[src/rtl/button_sequencer_pkg.sv]
// Shared types for the button sequencer: FSM encoding and button lane indices.
package button_sequencer_pkg;

  typedef enum logic [1:0] {
    ST_IDLE   = 2'd0,
    ST_LAUNCH = 2'd1,
    ST_BUSY   = 2'd2,
    ST_DONE   = 2'd3
  } seq_state_t;

  localparam int unsigned BTN_START = 0;
  localparam int unsigned BTN_LEFT  = 1;
  localparam int unsigned BTN_RIGHT = 2;
  localparam int unsigned NUM_BTN   = 3;

endpackage

[src/rtl/button_sequencer_debounce_pulse.sv]
// One pushbutton lane: 2-flop synchroniser, debounce window, rising-edge pulse.
module debounce_pulse #(
  parameter int unsigned DB_CYCLES = 1000000
) (
  input  logic clk,
  input  logic rst,
  input  logic in,
  output logic pulse
);

  localparam int unsigned CW = $clog2(DB_CYCLES);

  logic          sync1;
  logic          sync2;
  logic          stable;
  logic          stable_d;
  logic [CW-1:0] cnt;

  // stable only follows sync2 after DB_CYCLES consecutive disagreeing cycles
  always_ff @(posedge clk) begin
    if (rst) begin
      sync1    <= 1'b0;
      sync2    <= 1'b0;
      stable   <= 1'b0;
      stable_d <= 1'b0;
      cnt      <= '0;
    end else begin
      sync1    <= in;
      sync2    <= sync1;
      stable_d <= stable;
      if (sync2 == stable) begin
        cnt <= '0;
      end else if (cnt == CW'(DB_CYCLES - 1)) begin
        stable <= sync2;
        cnt    <= '0;
      end else begin
        cnt <= cnt + CW'(1);
      end
    end
  end

  // decoded from registers only, so the FSM sees it one edge after stable rises
  assign pulse = stable & ~stable_d;

endmodule

[src/rtl/button_sequencer.sv]
// Pushbutton front-end sequencing multiplier launches and result scrolling.
//   state  | meaning
//   IDLE   | waiting for a start press
//   LAUNCH | single-cycle mult_start strobe
//   BUSY   | multiply outstanding, buttons ignored
//   DONE   | product displayed, left/right scroll, start relaunches
module button_sequencer
  import button_sequencer_pkg::*;
#(
  parameter int unsigned DB_CYCLES  = 1000000,
  parameter int unsigned SCROLL_MAX = 2
) (
  input  logic       clk,
  input  logic       rst,
  input  logic       btn_start,
  input  logic       btn_left,
  input  logic       btn_right,
  input  logic       mult_done,
  output logic       mult_start,
  output logic       busy,
  output logic       result_valid,
  output logic [1:0] scroll_pos
);

  localparam logic [1:0] SCROLL_TOP = 2'(SCROLL_MAX);

  logic [NUM_BTN-1:0] press;
  seq_state_t         state;
  seq_state_t         state_nx;
  logic [1:0]         scroll_q;
  logic [1:0]         scroll_nx;

  debounce_pulse #(.DB_CYCLES(DB_CYCLES)) u_db_start (
    .clk   (clk),
    .rst   (rst),
    .in    (btn_start),
    .pulse (press[BTN_START])
  );

  debounce_pulse #(.DB_CYCLES(DB_CYCLES)) u_db_left (
    .clk   (clk),
    .rst   (rst),
    .in    (btn_left),
    .pulse (press[BTN_LEFT])
  );

  debounce_pulse #(.DB_CYCLES(DB_CYCLES)) u_db_right (
    .clk   (clk),
    .rst   (rst),
    .in    (btn_right),
    .pulse (press[BTN_RIGHT])
  );

  always_ff @(posedge clk) begin
    if (rst) begin
      state    <= ST_IDLE;
      scroll_q <= '0;
    end else begin
      state    <= state_nx;
      scroll_q <= scroll_nx;
    end
  end

  // start outranks left outranks right; losers in the same cycle are dropped
  always_comb begin
    state_nx  = state;
    scroll_nx = scroll_q;
    case (state)
      ST_IDLE: begin
        if (press[BTN_START]) state_nx = ST_LAUNCH;
      end
      ST_LAUNCH: begin
        state_nx = ST_BUSY;
      end
      ST_BUSY: begin
        if (mult_done) state_nx = ST_DONE;
      end
      ST_DONE: begin
        if (press[BTN_START]) begin
          state_nx  = ST_LAUNCH;
          scroll_nx = '0;
        end else if (press[BTN_LEFT]) begin
          if (scroll_q < SCROLL_TOP) scroll_nx = scroll_q + 2'd1;
        end else if (press[BTN_RIGHT]) begin
          if (scroll_q != 2'd0) scroll_nx = scroll_q - 2'd1;
        end
      end
      default: state_nx = ST_IDLE;
    endcase
  end

  assign mult_start   = (state == ST_LAUNCH);
  assign busy         = (state == ST_BUSY);
  assign result_valid = (state == ST_DONE);
  assign scroll_pos   = scroll_q;

endmodule

[config.mk]
export PLATFORM = sky130hd
export DESIGN_NAME = button_sequencer
export DESIGN_NICKNAME = d
export VERILOG_FILES = /design/src/rtl/button_sequencer_pkg.sv /design/src/rtl/button_sequencer_debounce_pulse.sv /design/src/rtl/button_sequencer.sv
export SDC_FILE = /design/constraint.sdc
export NUM_CORES = 1
export LEC_CHECK = 0
export BUFFER_PORTS_ARGS = -buffer_cell sky130_fd_sc_hd__buf_2
export CAP_MARGIN = 20
export CORE_MARGIN = 8
export CORE_UTILIZATION = 30
export CTS_BUF_LIST = sky130_fd_sc_hd__clkbuf_8 sky130_fd_sc_hd__clkbuf_16
export DETAILED_ROUTE_END_ITERATION = 10
export HOLD_SLACK_MARGIN = 0.06
export SLEW_MARGIN = 20
export SYNTH_ARGS = -nofsm -noshare
export SYNTH_HDL_FRONTEND = slang
export SYNTH_SLANG_ARGS = --single-unit
[constraint.sdc]
create_clock -name clk -period 1.95 [get_ports clk]
set_input_delay 0 -clock clk [delete_from_list [all_inputs] [get_ports clk]]
set_output_delay 0 -clock clk [all_outputs]
set_load 0.05 [all_outputs]
-- Word level (Yosys, flattened, before mapping)
Index checks and enable logic that the tools add are counted.
- register bits: 76
- latch bits: 0
- bits in writable memories: 0
- bits in read-only memories: 0
- bits of input ports: 6
- output and inout port bits: 5
- word-level logic and storage cells: 65
- memories: 0
- $add $sub $neg: 5
- multiply operators: 0
- divide/modulo/power cells: 0
- order comparisons: 1
- eq/ne operators: 12
- shift-type cells: 0
- multiplexer cells: 8
- bitwise operators: 9
- reduce and logical (&&, ||, !) cells: 13
- operators with widths (cell ; number):
    adder 20 x 1 -> 20 bit (second input constant) ; 3
    equality test 20 bit (second input constant) ; 3
    two-way mux 2 bit ; 7
    OR reduction 3 bit ; 3
    AND reduction 2 bit ; 4
    inverter 1 bit ; 6
    one-hot mux 2 bit (3 select lines) ; 1
    nonzero test 3 bit ; 2
    equality test 2 bit (second input constant) ; 2
    AND reduction 4 bit ; 1
    AND 1 bit ; 3
    equality test 1 bit ; 3
    inequality test 3 bit (second input constant) ; 1
    adder 2 x 1 -> 2 bit (second input constant) ; 1
    equality test 2 x 1 -> 1 bit (second input constant) ; 1
    logical NOT 2 bit ; 1
    less-than comparator 2 bit (second input constant) ; 1
    inequality test 2 x 1 -> 1 bit (second input constant) ; 1
    inequality test 2 bit (second input constant) ; 1
    nonzero test 2 bit ; 1
    OR reduction 2 bit ; 1
    subtractor 2 x 1 -> 2 bit (second input constant) ; 1

-- Longest topological paths before layout
Gate-level depths: netlist of the first run.
- word-level depth: 5
- depth in mapped cells: 6
- mapped depth without buffers: 6

-- Hierarchy
A second synthesis of the first run with hierarchy kept.
- cell total of the unflattened synthesis: 377
- area total of the unflattened synthesis: 3422.0 um^2
- modules (own cells, without submodules) (module ; times used ; cells each ; area each (um^2) ; seq. area each (um^2)):
    debounce_pulse ; 3 ; 116 ; 1048.5 ; 480.5
    button_sequencer ; 1 ; 29 ; 276.5 ; 80.1

-- Worst setup path before layout of the first run
OpenSTA, ideal clock, no wires.
- path type: register to register
- start point: reg state[0]
- end point: reg scroll_q[1], in the netlist scroll_pos[1]
- data arrival time: 1.741 ns
- slack: 0.044 ns
- cell stages (with the launch flop): 5
- buffers on the path: 0
- clock period less this slack: 1.906 ns
- cells stage by stage: dfxtp_1 -> ha_1 -> or4b_2 -> a21oi_1 -> a2111oi_0
- word-level cells in the longest chain between the ends: 2
- ends and longest elaborated chain (what ; RTL line ; RTL):
    from (decl) ; button_sequencer.sv:28 ; seq_state_t state;
    from (signal assigned) ; button_sequencer.sv:59 ; state <= state_nx;
    equality test 2 bit ; -- ;
    named net result_valid ; button_sequencer.sv:21 ; output logic result_valid,
    AND reduction 4 bit (no source line) ; -- ;
    to (signal assigned) ; button_sequencer.sv:60 ; scroll_q <= scroll_nx;
    to (decl) ; button_sequencer.sv:30 ; logic [1:0] scroll_q;
The timed path passes the listed nets, and every way through them passes these cells.
A chain may end at the register's enable or synchronous reset.

-- Worst setup path in the final report of the first run
- start point: reg u_db_right.cnt[13]
- end point: reg u_db_right.cnt[18]
- word-level cells in the longest chain between the ends: 2
- elaborated cells between the ends (all ways): 3
- ends and longest elaborated chain (what ; RTL line ; RTL):
    from (decl) ; button_sequencer_debounce_pulse.sv:17 ; logic [CW-1:0] cnt;
    from (signal assigned) ; button_sequencer_debounce_pulse.sv:37 ; cnt <= cnt + CW'(1);
    parallel branches: the longest is 2 deep, another holds adder 20 x 1 -> 20 bit ; -- ;
Several ways; the timed one is not identified.

==> parameters.txt, run 1 <==
Parameter                              Value

Clocking
  Clock slew seen by the registers of the worst setup and hold paths    80 ps
  CTS tree    built
  Worst-skew pair later-pin latency    ~340 ps
  Setup fix buffers added after clock tree synthesis    0
  Clock sink count    76
  # H-tree levels    3
  Num CTS Buffers    9
  Clock buffer depth    2
  Library cell used as clock root buffer    sky130_fd_sc_hd__clkbuf_8

Placement
  Count of buffers from port buffering    10
  GP Congestion    0.799
  Final HPWL from detailed placement    4.63 mm

Worst setup path
  Master of the slowest instance on the critical path    sky130_fd_sc_hd__or4_4
  Nature of the critical path endpoint    flop
  Crit path launch    u_db_right.cnt[13]$_SDFF_PP0_
  Capture instance of the worst register-to-register path    u_db_right.cnt[18]$_SDFF_PP0_
  Startpoint type of the worst setup path    flop
  R2R Path Start    u_db_right.cnt[13]$_SDFF_PP0_
  Data required time at the worst endpoint    2180 ps
  List of cells traversed by the critical path    or4_4 -> or4_4 -> o21ai_4 -> buf_6 -> a21oi_1
  Highest net fanout along the worst path    5
  Worst path arrival time    2170 ps
  Worst path max stage delay    about 560 ps
  Type of the worst setup path    flop to flop
  R2R cell count    5
  Most used cell, CP    sky130_fd_sc_hd__or4_4
  Critical path destination    u_db_right.cnt[18]$_SDFF_PP0_
  Reg-to-reg slack, setup    ~4.3 ps

Timing
  Final hold violations    0
  Final sum of negative setup slack    0 ps
  Period minus WS final    about 1900 ps
  Setup repair after global routing missed its margin    true
  Worst max-slew margin expressed relative to the limit    68.9%
  Tightest Pin Transition    ~460 ps
  Number of failing setup endpoints in the final timing report    0
  Max-slew violation count    0
  Post-Route Hold Slack    446 ps
  Final cycle utilization of the critical path    between 90 and 100%
  Final worst clock skew    6.17 ps
  Achievable clock frequency    514 MHz

Synthesis
  Proportion of register bits with asynchronous set or reset after synthesis    0%
  Yosys reg bits    76
  Total standard cell area after synthesis    0.00337 mm2
  Ys flop type    sky130_fd_sc_hd__dfxtp_1
  Synth unique cells    37
  EDFF count, synth    0
  Synth Instances    389
  Synth Net Count    402
  Average instance area after synthesis    8.66 um2
  Yosys warning count    0
  Register area share after synthesis    45.2%

Die
  Initial core utilization    30.9%
  Full die area    0.0149 mm2
  Core outline area    0.0109 mm2
  Chip Width    122 um
  I/O pin count    11
  Cell row count    38
  Die span in y    122 um

Finish
  Synth-to-layout area growth    23.1%
  Commonest cells after routing, fill and taps aside    sky130_fd_sc_hd__dfxtp_1, sky130_fd_sc_hd__nor2_1, sky130_fd_sc_hd__xnor2_1, sky130_fd_sc_hd__buf_4, sky130_fd_sc_hd__a21oi_1
  Fill cell instance count of the final layout    1,086
  Layout cell share with drive strength beyond 1    between 10% and 20%
  Commonest non-fill, non-tap cell in the layout    sky130_fd_sc_hd__dfxtp_1
  Antenna diodes    0
  Nets@finish    448

Power
  Static leakage    1.33 nW
  Total power draw    3.35 mW
  Total power divided by cell area    807 mW/mm2
  Max VDD drop    0.413 mV

Global routing
  Met3 Use GR    3.24%
  Maximum number of pins on one net before global-route repair    20
  Total routing usage reported by global routing    9.29%
  Met2 capacity usage during global routing    roughly 16%
  Initial antenna violation count    0
  Peak-usage layer in the global routing report    met2
  First-pass GRT wire length    11.4 mm
  Number of global-route vias before repair    between 2,000 and 3,000
  Total congestion overflow after global routing    0
  Met1 usage    a little over a tenth

Hold path
  Type of the worst min-delay path    flop to flop
  Count of cells along the worst hold path    1

Routing
  Via-per-instance ratio    around 4.8
  First-pass DRT Iterations    7
  Total via count after detailed routing    2,789
  DRC marker count from the first detailed-route iteration    71
  Antenna-violating nets left    0
  DRC violation count after routing    0
  Avg WL per Cell    11.6 um
  DRT Wirelength    roughly 6.7 mm

Run status
  Status    completed

Run
  Number of max-capacitance violations reported    0
==> through the flow <==
stage / std cells / setup slack, ps / utilization, % / instance area [um2]
after detailed placement: 554 / -28.8 / 34.4 / 3750
after floorplan: 389 / 43.9 / - / 3370
after global routing: 580 / -28.2 / 38.1 / 4150
after global placement: 554 / 3.58 / 34.4 / 3750
final: 580 / 4.26 / 38.1 / 4150
after CTS: 579 / -17.1 / 37.7 / 4110
==> sequential cells by signal (all words and copies together), names as in the netlist, 2 cells and up <==
signal	flops
scroll_pos	2
state	2
u_db_left.cnt	20
u_db_right.cnt	20
u_db_start.cnt	20
==> Yosys cell counts (all sizes together), types with 7 or more instances <==
library cell / n / area (um2)
dfxtp: 76 / 1520
nor2: 51 / 191
xnor2: 27 / 236
a21oi: 25 / 125
nand3: 20 / 105
nand2: 18 / 67.6
inv: 17 / 63.8
o21ai: 17 / 85.1
nand4: 15 / 93.8
or3: 14 / 87.6
xor2: 13 / 114
or4: 11 / 82.6
clkbuf: 10 / 37.5
nor2b: 10 / 62.6
nor3: 10 / 50.1
ha: 7 / 87.6
==> logic make-up (layout without fill, tap and decap cells) <==
family                     after synthesis  after routing  share of synthesized area (%)
AOI/OAI and AO/OA                       51             51                           8.32
xor gates and xnor gates                40             40                           10.4
adders and majority gates                7              7                           2.60
buffers and inverters                   29             80                           3.30
DFF                                     76             76                           45.2
muxes                                    1              1                          0.334
and+or+nand+nor                        185            185                           29.9
==> critical path, delay by kind of cell (launching register included) <==
family	cells	cell delay, ps
AOI/OAI and AO/OA	2	260
and+or+nand+nor	2	1080
DFF	1	320
buffers and inverters	1	170
==> repair_timing <==
item,in CTS,in global routing
pin swaps,1,6
setup endpoints to repair,20,21
resized for setup,6,10
endpoints found under the hold margin,15,0
hold buffers,8,0
cloned,1,1
==> per-layer routing <==
| layer | wire [um] | share of wire (%) | vias to the layer above |
|---|---|---|---|
| li1 | - | - | 1456 |
| met1 | 3110 | 46 | 1296 |
| met2 | 3330 | 49 | 30 |
| met3 | 235 | 3.5 | 7 |
| met4 | 61 | 0.91 | 0 |
| met5 | 0 | 0 | - |
==> worst min path at each step <==
stage / startpoint / endpoint / slack [ps]
after floorplan: btn_left / u_db_left.sync1$_SDFF_PP0_ / 130
after global placement: btn_left / u_db_left.sync1$_SDFF_PP0_ / 210
after detailed placement: btn_left / u_db_left.sync1$_SDFF_PP0_ / 220
after CTS: u_db_start.sync1$_SDFF_PP0_ / u_db_start.sync2$_SDFF_PP0_ / 460
after global routing: u_db_start.sync1$_SDFF_PP0_ / u_db_start.sync2$_SDFF_PP0_ / 480
final: u_db_start.sync1$_SDFF_PP0_ / u_db_start.sync2$_SDFF_PP0_ / 450
==> power by group <==
group	switching [mW]	total [mW]	internal, mW
Combinational	0.171	0.268	0.0972
Clock	0.560	1.47	0.914
Sequential	0.0273	1.60	1.58
Total	0.757	3.35	2.59
==> area by class of cell <==
type                       count  area [um2]  area share (%)
clock inverter                 5        98.8            2.38
sequential                    76        1520            36.7
timing repair buffer          47         355            8.57
tap                          140         175            4.22
inverter                      17        63.8            1.54
multi-input combinational    284        1780            42.9
clock buffer                  11         151            3.65
Power figures use the tool's default switching activity.
==> run 2, diff against run 1 <==
--- a/config.mk
+++ b/config.mk
@@ -6,13 +6,13 @@
 export NUM_CORES = 1
 export LEC_CHECK = 0
 export BUFFER_PORTS_ARGS = -buffer_cell sky130_fd_sc_hd__buf_2
-export CAP_MARGIN = 20
 export CORE_MARGIN = 8
 export CORE_UTILIZATION = 30
 export CTS_BUF_LIST = sky130_fd_sc_hd__clkbuf_8 sky130_fd_sc_hd__clkbuf_16
 export DETAILED_ROUTE_END_ITERATION = 10
-export HOLD_SLACK_MARGIN = 0.06
+export HOLD_SLACK_MARGIN = 0.02
 export SLEW_MARGIN = 20
 export SYNTH_ARGS = -nofsm -noshare
 export SYNTH_HDL_FRONTEND = slang
+export SYNTH_HIERARCHICAL = 1
 export SYNTH_SLANG_ARGS = --single-unit
==> parameters.txt, run 2 <==
Parameter                              Value

Hold path
  Min-Delay Endpoint    state[0]$_SDFFE_PP0P_
  Type of the worst min-delay path    primary input to flop
  Count of cells along the worst hold path    3
  Launch instance of the worst min-delay path    mult_done

Timing
  Tightest Pin Transition    477 ps
  PnR worst setup slack    74.2 ps
  Achievable clock frequency    533 MHz
  Worst max-slew margin expressed relative to the limit    67.8%
  Final cycle utilization of the critical path    96.2%
  Max-slew violation count    0
  Final worst clock skew    7.30 ps
  Final hold violations    0
  Period minus WS final    1880 ps
  Number of failing setup endpoints in the final timing report    0

Power
  Static leakage    1.35 nW
  Total power divided by cell area    822 mW/mm2
  Max VDD drop    just over 0.4 mV

Worst setup path
  Nature of the critical path endpoint    flop
  Highest net fanout along the worst path    5
  List of cells traversed by the critical path    ha_4 -> nand2_4 -> or4_4 -> or4_1 -> a21oi_1
  Family with the most delay on the worst path    simple AND/OR/NAND/NOR gates
  WP buf/inv    0
  Worst path arrival time    between 2000 and 2500 ps
  Capture instance of the worst register-to-register path    u_db_right/cnt[18]$_SDFF_PP0_
  Reg-to-reg slack, setup    70 ps
  Type of the worst setup path    flop to flop
  R2R cell count    5
  Worst path max stage delay    570 ps
  Data required time at the worst endpoint    2210 ps
  Startpoint type of the worst setup path    flop
  R2R Path Start    u_db_right/cnt[0]$_SDFF_PP0_
  Master of the slowest instance on the critical path    sky130_fd_sc_hd__or4_4

Clocking
  Setup fix buffers added after clock tree synthesis    0
  Clock buffer depth    2
  CTS tree    built
  Worst-skew pair later-pin latency    320 ps
  Library cell used as clock root buffer    sky130_fd_sc_hd__clkbuf_16
  # H-tree levels    3
  Num CTS Buffers    9
  Clock sink count    76
  Clock slew seen by the registers of the worst setup and hold paths    60 ps

Finish
  Core Util, Final    37.0%
  Antenna diodes    0
  Commonest cells after routing, fill and taps aside    sky130_fd_sc_hd__dfxtp_1, sky130_fd_sc_hd__nor2_1, sky130_fd_sc_hd__xnor2_1, sky130_fd_sc_hd__buf_4, sky130_fd_sc_hd__a21oi_1
  Largest registers in the final layout    u_db_left/cnt x20, u_db_right/cnt x20, u_db_start/cnt x20
  Synth-to-layout area growth    22.0%
  Commonest non-fill, non-tap cell in the layout    sky130_fd_sc_hd__dfxtp_1
  Summed area of non-filler cells in the final layout    0.00417 mm2
  Layout cell share with drive strength beyond 1    20.4%
  Nets@finish    430

Die
  Cell row count    39
  Full die area    0.0151 mm2
  Chip Width    123 um
  I/O pin count    11
  Die span in y    123 um
  Core outline area    roughly 0.011 mm2
  Initial core utilization    between 30% and 40%

Synthesis
  Cell type with the largest total area after synthesis    sky130_fd_sc_hd__dfxtp_1
  Yosys reg bits    76
  Synth Net Count    390
  Yosys warning count    6
  Proportion of register bits with asynchronous set or reset after synthesis    0%
  Total standard cell area after synthesis    ~0.0034 mm2
  Dominant cell by count in the synthesized netlist    sky130_fd_sc_hd__dfxtp_1
  Synth unique cells    40
  Fraction of post-synthesis cell area in the top cell type by area    44.5%
  Average instance area after synthesis    9.08 um2
  Register area share after synthesis    between 40% and 50%
  Leading cell types by total area after synthesis    sky130_fd_sc_hd__dfxtp_1, sky130_fd_sc_hd__xnor2_1, sky130_fd_sc_hd__nor2_1, sky130_fd_sc_hd__a21oi_1, sky130_fd_sc_hd__or3_1
  Leading post-synthesis cells by instance count    sky130_fd_sc_hd__dfxtp_1, sky130_fd_sc_hd__nor2_1, sky130_fd_sc_hd__xnor2_1
  Ys flop type    sky130_fd_sc_hd__dfxtp_1
  EDFF count, synth    0
  Synth Instances    377

Global routing
  Total routing usage reported by global routing    8.93%
  Maximum number of pins on one net before global-route repair    23
  Number of global-route vias before repair    2,517
  Initial antenna violation count    0
  Total congestion overflow after global routing    0
  First-pass GRT wire length    11.1 mm

Run status
  Status    completed

Routing
  First-pass DRT Iterations    4
  DRC marker count from the first detailed-route iteration    ~170
  Antenna-violating nets left    0
  Avg WL per Cell    11.6 um
  Total via count after detailed routing    2,721
  DRT Wirelength    ~6.6 mm
  Via-per-instance ratio    4.82
  DRC violation count after routing    0

Placement
  GP Congestion    0.785
  Post-placement setup slack    -5.05 ps
  Cell area after placement    0.00381 mm2
  Final HPWL from detailed placement    roughly 4.7 mm
  Count of buffers from port buffering    10

Run
  Number of max-capacitance violations reported    0
## run 2: changes by cell type after synthesis, sizes merged, moves of 4 or more
| cell | delta |
|---|---|
| clkbuf | -4 |
| nand4 | -9 |
| xor2 | -4 |
| nor2b | +8 |
| nand3 | +4 |
| nor2 | -9 |
| buf | +4 |
| or3 | +4 |
## run 2: routing by layer
| layer | global-route usage, % | vias up | wire length, um |
|---|---|---|---|
| met1 | 11.2 | 1283 | 3170 |
| met4 | 3.20 | 0 | 68 |
| met5 | 0 | - | 0 |
| met3 | 2.25 | 6 | 180 |
| li1 | - | 1398 | - |
| met2 | 14.5 | 34 | 3130 |
## run 2: what timing repair did
action | in CTS | in global routing
pin swaps | 0 | 1
hold buffers | 3 | 0
gates resized for setup | 1 | 10
hold endpoints to repair | 3 | 0
setup endpoints to repair | 1 | 7
## run 2: worst min-delay path: stages
cell and delay (ps):
sky130_fd_sc_hd__buf_2 70, sky130_fd_sc_hd__nand2b_1 150, sky130_fd_sc_hd__a311oi_1 100
## run 2: power breakdown
group | leakage [nW] | internal, mW | switching, mW | total [mW]
sequential | 0.615 | 1.58 | 0.0270 | 1.61
clock | 0.127 | 0.890 | 0.631 | 1.52
combinational | 0.606 | 0.103 | 0.197 | 0.300
total | 1.35 | 2.58 | 0.855 | 3.43
## run 2: worst max path at each step
stage	start	endpoint	slack, ps	depth (start not counted)
finish	u_db_right/cnt[0]$_SDFF_PP0_	u_db_right/cnt[18]$_SDFF_PP0_	70	5
global route	u_db_start/cnt[0]$_SDFF_PP0_	u_db_start/cnt[18]$_SDFF_PP0_	-4	5
CTS	u_db_left/cnt[0]$_SDFF_PP0_	u_db_left/cnt[16]$_SDFF_PP0_	2	6
detailed placement	u_db_start/cnt[1]$_SDFF_PP0_	u_db_start/cnt[18]$_SDFF_PP0_	-5	5
global placement	u_db_start/cnt[1]$_SDFF_PP0_	u_db_start/cnt[18]$_SDFF_PP0_	40	5
floorplan	u_db_left/cnt[0]$_SDFF_PP0_	u_db_left/cnt[18]$_SDFF_PP0_	1	6
## run 2: logic make-up (layout without fill, tap and decap cells)
group / count (synthesis) / count (layout) / synth area share [%]
AND/OR/NAND/NOR: 172 / 172 / 29.7
flip-flops: 76 / 76 / 44.5
AO/OA/AOI/OAI: 54 / 54 / 9.18
XOR/XNOR: 36 / 36 / 9.21
buffers and inverters: 29 / 74 / 3.95
adder cells (fa/ha/maj): 7 / 7 / 2.56
multiplexers: 3 / 3 / 0.987
## run 2: cell type report
type                    count  area, um2
fillers                  1120       7100
multi-input cells         272       1830
flip-flops and latches     76       1520
repair buffers             41        303
clock buffers              10        239
well taps                 143        179
inverters                  17       63.8
clock inverters             6       40.0
## run 2: through the flow
step,hold slack (ps),std cells,power [mW],setup TNS (ps)
after floorplan,69.4,377,1.88,0
after global placement,210,546,1.93,0
after detailed placement,223,546,1.94,-5.05
after CTS,46.6,565,3.48,0
after global routing,83.6,565,3.58,-3.57
final,47.0,565,3.43,0
